==> config.mk <==
export PLATFORM = sky130hd
export DESIGN_NAME = mem_read_sched
export DESIGN_NICKNAME = d
export VERILOG_FILES = /design/src/rtl/mem_read_sched.sv
export SDC_FILE = /design/constraint.sdc
export NUM_CORES = 1
export LEC_CHECK = 0
export ABC_AREA = 1
export BUFFER_PORTS_ARGS = -buffer_cell sky130_fd_sc_hd__clkbuf_2
export CAP_MARGIN = 20
export CORE_MARGIN = 2
export CORE_UTILIZATION = 37
export DETAILED_ROUTE_END_ITERATION = 16
export GPL_TIMING_DRIVEN = 0
export RECOVER_POWER = 25
export SLEW_MARGIN = 0
export SYNTH_ARGS = -nofsm -noshare
export SYNTH_HDL_FRONTEND = slang
export SYNTH_SLANG_ARGS = --single-unit
==> constraint.sdc <==
create_clock -name clk -period 2.3 [get_ports clk]
set_input_delay 0.23 -clock clk [delete_from_list [all_inputs] [get_ports clk]]
set_output_delay 0.23 -clock clk [all_outputs]
set_load 0.1 [all_outputs]
==> src/rtl/mem_read_sched.sv <==
// rtl/mem_read_sched.sv - per-BX read scheduler for the 12-port memory readout mux
//
// Once per bunch crossing, snapshots every memory's entry count and emits one
// header slot. It then reads each non-empty memory in turn, lowest port first.
//
// Ports:
//   clk      system clock
//   reset_n  asynchronous active-low reset
//   start    one-cycle pulse marking a new BX (also restarts a readout in progress)
//   bx_in    BX number, sampled on start
//   nent     packed entry counts; port i at [i*(ADDR_W+1) +: ADDR_W+1]
//   rd_addr  shared memory read address
//   rd_en    one-hot memory read enable
//   sel_out  mux select, delayed RD_LAT cycles to line up with read data
//   bx_out   latched BX, aligned with sel_out
//   busy     high whenever the scheduler is not idle
//   done     one-cycle pulse when a BX readout completes
module mem_read_sched #(
  parameter int NMEM   = 12,
  parameter int ADDR_W = 6,
  parameter int RD_LAT = 1
) (
  input  logic                       clk,
  input  logic                       reset_n,
  input  logic                       start,
  input  logic [2:0]                 bx_in,
  input  logic [NMEM*(ADDR_W+1)-1:0] nent,
  output logic [ADDR_W-1:0]          rd_addr,
  output logic [NMEM-1:0]            rd_en,
  output logic [3:0]                 sel_out,
  output logic [2:0]                 bx_out,
  output logic                       busy,
  output logic                       done
);

  localparam int            CW   = ADDR_W + 1;
  localparam logic [CW-1:0] CMAX = CW'(1 << ADDR_W);
  localparam logic [3:0]    SEL_HDR = 4'd15;

  typedef enum logic [2:0] {IDLE, HEADER, SCAN, READ, DONE} state_t;

  state_t            state, state_n;
  logic [3:0]        cur, cur_n;
  logic [ADDR_W-1:0] cnt, cnt_n;
  logic [CW-1:0]     snap [NMEM];
  logic [NMEM-1:0]   served;
  logic [2:0]        bx_q;
  logic [3:0]        sel_q;

  logic [NMEM-1:0]   rd_en_n;
  logic [ADDR_W-1:0] rd_addr_n;
  logic [3:0]        sel_n;
  logic              done_n;
  logic              take;
  logic              mark;

  logic              hit;
  logic [3:0]        pick;
  logic              last;

  logic [3:0]        sel_pipe [RD_LAT];
  logic [2:0]        bx_pipe  [RD_LAT];

  // Ports 9..11 skip select code 10; 14 is unused and 15 marks the header.
  function automatic logic [3:0] enc(input logic [3:0] p);
    return (p < 4'd9) ? p + 4'd1 : p + 4'd2;
  endfunction

  function automatic logic [CW-1:0] clamp(input logic [CW-1:0] c);
    return (c > CMAX) ? CMAX : c;
  endfunction

  // Lowest-numbered port that still has data and has not been read this BX.
  always_comb begin
    hit  = 1'b0;
    pick = '0;
    for (int i = NMEM - 1; i >= 0; i--) begin
      if (snap[i] != '0 && !served[i]) begin
        hit  = 1'b1;
        pick = 4'(i);
      end
    end
  end

  // Counter runs one bit narrower than the count, so a full memory ends at
  // all-ones; the wider compare catches that without the counter wrapping.
  assign last = (({1'b0, cnt} + CW'(1)) == snap[cur]);

  always_comb begin
    state_n   = state;
    cur_n     = cur;
    cnt_n     = cnt;
    rd_en_n   = '0;
    rd_addr_n = '0;
    sel_n     = '0;
    done_n    = 1'b0;
    take      = 1'b0;
    mark      = 1'b0;

    case (state)
      IDLE: ;
      HEADER: state_n = SCAN;
      SCAN: begin
        if (hit) begin
          state_n = READ;
          cur_n   = pick;
          cnt_n   = '0;
          rd_en_n = NMEM'(1) << pick;
          sel_n   = enc(pick);
        end else begin
          state_n = DONE;
          done_n  = 1'b1;
        end
      end
      READ: begin
        if (last) begin
          mark    = 1'b1;
          state_n = SCAN;
        end else begin
          cnt_n     = cnt + 1'b1;
          rd_en_n   = NMEM'(1) << cur;
          rd_addr_n = cnt + 1'b1;
          sel_n     = enc(cur);
        end
      end
      DONE: state_n = IDLE;
      default: state_n = IDLE;
    endcase

    // A new BX overrides whatever is in progress; the aborted BX gets no done.
    if (start) begin
      state_n   = HEADER;
      take      = 1'b1;
      mark      = 1'b0;
      rd_en_n   = '0;
      rd_addr_n = '0;
      sel_n     = SEL_HDR;
      done_n    = 1'b0;
    end
  end

  // Outputs are registered alongside the state so they change with it.
  always_ff @(posedge clk or negedge reset_n) begin
    if (!reset_n) begin
      state   <= IDLE;
      cur     <= '0;
      cnt     <= '0;
      served  <= '0;
      bx_q    <= '0;
      sel_q   <= '0;
      rd_en   <= '0;
      rd_addr <= '0;
      done    <= 1'b0;
      for (int i = 0; i < NMEM; i++) snap[i] <= '0;
    end else begin
      state   <= state_n;
      cur     <= cur_n;
      cnt     <= cnt_n;
      sel_q   <= sel_n;
      rd_en   <= rd_en_n;
      rd_addr <= rd_addr_n;
      done    <= done_n;
      if (take) begin
        bx_q   <= bx_in;
        served <= '0;
        for (int i = 0; i < NMEM; i++) snap[i] <= clamp(nent[i*CW +: CW]);
      end else if (mark) begin
        served[cur] <= 1'b1;
      end
    end
  end

  assign busy = (state != IDLE);

  // Select and BX trail the read strobe by the memory latency.
  always_ff @(posedge clk or negedge reset_n) begin
    if (!reset_n) begin
      for (int i = 0; i < RD_LAT; i++) begin
        sel_pipe[i] <= '0;
        bx_pipe[i]  <= '0;
      end
    end else begin
      sel_pipe[0] <= sel_q;
      bx_pipe[0]  <= bx_q;
      for (int i = 1; i < RD_LAT; i++) begin
        sel_pipe[i] <= sel_pipe[i-1];
        bx_pipe[i]  <= bx_pipe[i-1];
      end
    end
  end

  assign sel_out = sel_pipe[RD_LAT-1];
  assign bx_out  = bx_pipe[RD_LAT-1];

endmodule

==> metrics.md <==
| Metric | Value |
|---|---|
| Routed met1 length | `10300 um` |
| Worst VDD drop | `0.000538 V` |
| Routability Congestion | `0.958` |
| Top cell type's share of synthesized area | `47.5%` |
| Clock root cell | `clkbuf_16` |
| Clock Pin Slew Worst Setup and Hold Paths | `0.07 ns` |
| CTS Buf Count | `17` |
| FP Rows | `52` |
| Post-Syn Area per Cell | `8.01 sq um` |
| CTS tree | `built` |
| Worst-margin pin slew | `1.44 ns` |
| CP Cell Sequence | `buf_12 -> clkinv_8 -> buf_8 -> a21oi_2 -> o21ai_2 -> nand2_1 -> nand2_1 -> nand3_2 -> xor2_2 -> nor3_4 -> nand4_4 -> buf_8 -> nand3_2 -> nand3_2` |
| Via density | `5.27` |
| Cell taking the most area after synthesis | `dfrtp_1` |
| Uppermost layer routed | `met4` |
| R2r worst-path depth | `14` |
| Status | `complete, but fails checks` |
| Share of layout cells above drive strength 1 | `25.9%` |
| Hold path cells | `3` |
| Violated checks | `negative setup slack` |
| CP max stage delay | `0.46 ns` |
| Total grt overflow | `0` |
| Min Hold Slack | `0.0165 ns` |
| CP max-delay cell | `dfrtp_2` |
| DR pass1 iterations | `5` |
| Crit end category | `flip-flop` |
| Worst-path fanout max | `10` |
| Vias in the first global route | `6799` |
| Total Wirelength | `23800 um` |
| Die ar. | `0.0214 sq mm` |
| Initial Util | `37.4%` |
| Startpoint types | `flip-flop` |
| Flops & latches, synth | `142` |
| Post-Synthesis Cells | `934` |
| Number of distinct library cells after synthesis | `36` |
| Max-cap check violation count | `0` |
| Commonest register cell after synthesis | `dfrtp_1` |
| Chip width | `146 um` |
| Met2 wire len | `11100 um` |
| Total negative setup slack | `-3.58 ns` |
| CP bufs+invs | `4` |
| Hold Crit Class | `input pin to flip-flop` |
| DRT iter0 DRCs | `534` |
| Hold path startpoint | `nent[64]` |
| Largest net degree at the start of global routing | `87` |
| Peak Freq | `413 MHz` |
| R2r endpoint | `sel_q[1]` |
| DR WL/cell | `17.3 um` |
| Count leader, synth | `nand2_1` |
| IO Count | `117` |
| RSZ-0062 raised after global routing | `true` |
| Top cell by count, worst path | `nand3_2` |
| Number of remaining DRC errors | `0` |
| Leakage | `4.60 nW` |
| IO Port Bufs | `115` |
| Reg2reg start | `cur[0]` |
| Core Area | `0.0200 sq mm` |
| Register area share after synthesis | `47.5%` |
| Post-DP HPWL | `17200 um` |
| Critical Path AT | `2.71 ns` |
| H-tree depth | `4` |
| R2R Setup Slk | `-0.12 ns` |
| Post-route ant nets | `0` |
| First-pass GRT wire length | `36500 um` |
| Clock sink count | `142` |
| Met3 routed WL | `1670 um` |
| # nets final | `1197` |
| Final min period | `2.42 ns` |
| Pwr Density | `766 mW/mm^2` |
| Critical path class | `flip-flop to flip-flop` |
| Clock Skews | `0.0139 ns` |
| Ys Warns | `0` |
| CP delay by family, top | `simple AND/OR/NAND/NOR gates` |
| Setup ws final | `-0.121 ns` |
| FILL cells | `1954` |
| Tot GR Track Use | `22.1%` |
| CTS max path bufs | `2` |
| Hold Path End | `snap[15]` |
| Place WS | `-0.531 ns` |
| Synth-to-Final Area Change | `30.7%` |
| Die Ht | `146 um` |
| Fin crit share | `105%` |
| Synth top area cells | `dfrtp_1 (47%), nand3_1 (8.2%), nand2_1 (8.1%)` |
| Fraction of registers with async set or reset after synthesis | `100%` |
| # setup viols final | `41` |
| DR vias | `7255` |
| Critical Path Source | `cur[0]` |
| Worst rel slew slack | `3.90%` |
| Initial antenna violation count | `0` |
| Req. time, crit path | `2.58 ns` |
| Area occupied by multi-input gates | `0.00361 sq mm` |
| Post-synth EDFFs | `0` |
| Synthesized Nets | `1038` |
| Slew Limit Fails | `0` |
| Post-synth top cells | `nand2_1 (161), dfrtp_1 (142), nand3_1 (123)` |
| Worst-Skew Late Latency | `0.44 ns` |
| Synth Cell Area | `0.00749 sq mm` |
| Hold Vio Cnt, Final | `0` |
| Ant diodes | `0` |
| Storage element area | `0.00355 sq mm` |
[tightest hold or removal path: cells and delay by family]
| family | cells | cell delay, ns |
|---|---|---|
| simple gates | 1 | 0.04 |
| compound gates | 1 | 0.06 |
| buf+inv | 1 | 0.09 |
[cells in the final DEF (no fill, tap or decap), types with 3 or more instances in the layout]
| cell type | synthesis | routed |
|---|---|---|
| clkbuf_2 | 0 | 115 |
| inv_1 | 118 | 119 |
| clkbuf_16 | 0 | 21 |
| o21ai_1 | 21 | 29 |
| clkinv_4 | 0 | 4 |
| inv_6 | 1 | 4 |
| nand4_1 | 12 | 12 |
| dfrtp_1 | 142 | 141 |
| nor2_2 | 1 | 7 |
| nand3_2 | 6 | 27 |
| nor3_1 | 10 | 10 |
| o21ai_0 | 115 | 92 |
| nand2_4 | 0 | 4 |
| a21oi_1 | 59 | 46 |
| xor2_1 | 11 | 9 |
| nand2_2 | 1 | 11 |
| clkbuf_1 | 19 | 19 |
| nor2_4 | 0 | 3 |
| o21ai_2 | 0 | 13 |
| nand3_1 | 123 | 98 |
| a21oi_2 | 0 | 12 |
| buf_8 | 0 | 7 |
| nand3_4 | 0 | 4 |
| o211ai_1 | 6 | 6 |
| buf_6 | 9 | 13 |
| nand2_1 | 161 | 147 |
| dlygate4sd3_1 | 0 | 4 |
| ha_1 | 14 | 13 |
| clkinvlp_4 | 0 | 3 |
| buf_1 | 5 | 4 |
| nor2_1 | 47 | 38 |
| xor2_2 | 1 | 3 |
| buf_4 | 4 | 12 |
| o31ai_1 | 12 | 12 |
| or4_1 | 12 | 12 |
[sequential cells by signal, indices dropped and copies added (netlist names), 4 cells and up]
register,cells
cnt,6
cur,4
rd_addr,6
rd_en,12
sel_out,4
sel_q,4
served,12
snap,84
[power breakdown]
part	internal (mW)	switching (mW)
registers	2.69	0.122
clock network	1.64	1.18
logic	0.668	1.20
[metal layers]
metal  global-route usage [%]  vias to the layer above
met3                     5.16                       68
met1                     29.8                     3400
li1                         -                     3451
met5                        0                        -
met2                     35.1                      336
met4                     7.82                        0
[cell type report]
cell class	instances	area share [%]
sequential	142	36.3
buffer	44	3.43
clock inverter	14	1.61
clock buffer	18	4.49
multi-input combinational	624	36.9
inverter	124	4.91
timing repair buffer	140	8.92
tap	270	3.45
[per-stage QoR]
| step | area, sq um | util (%) | cells | total power, mW |
|---|---|---|---|---|
| after floorplan | 7490 | - | 934 | 3.86 |
| after global placement | 8400 | 41.9 | 1319 | 4.35 |
| after detailed placement | 8440 | 42.1 | 1320 | 4.37 |
| after CTS | 9240 | 46.1 | 1364 | 7.26 |
| after global routing | 9790 | 48.8 | 1376 | 7.80 |
| final | 9790 | 48.8 | 1376 | 7.50 |
[worst max-delay path by stage]
stage | to | slack [ns] | cells after the start
after floorplan | sel_q[1] | 0.13 | 19
after global placement | sel_out[2] | -1.47 | 1
after detailed placement | sel_q[2] | -0.53 | 17
after CTS | sel_q[1] | -0.06 | 12
after global routing | cnt[0] | -0.21 | 12
final | sel_q[1] | -0.12 | 14
[timing repair]
action,CTS,global route
gates resized for setup,41,113
hold buffers,4,0
pin swaps,3,30
setup endpoints to repair,40,46
gates cloned,1,6
setup buffers,7,6
hold endpoints to repair,59,0
[cells by family (layout without fill, tap and decap cells)]
group                    count (synthesis)  count (layout)  synth area share [%]
AO/OA/AOI/OAI                          218             218                  15.3
flip-flops                             142             142                  47.5
buffers and inverters                  168             340                  9.71
XOR/XNOR                                12              12                  1.50
adder cells (fa/ha/maj)                 14              14                  2.34
AND/OR/NAND/NOR                        380             380                  23.7
No activity file was read; power rests on OpenSTA's default activity.
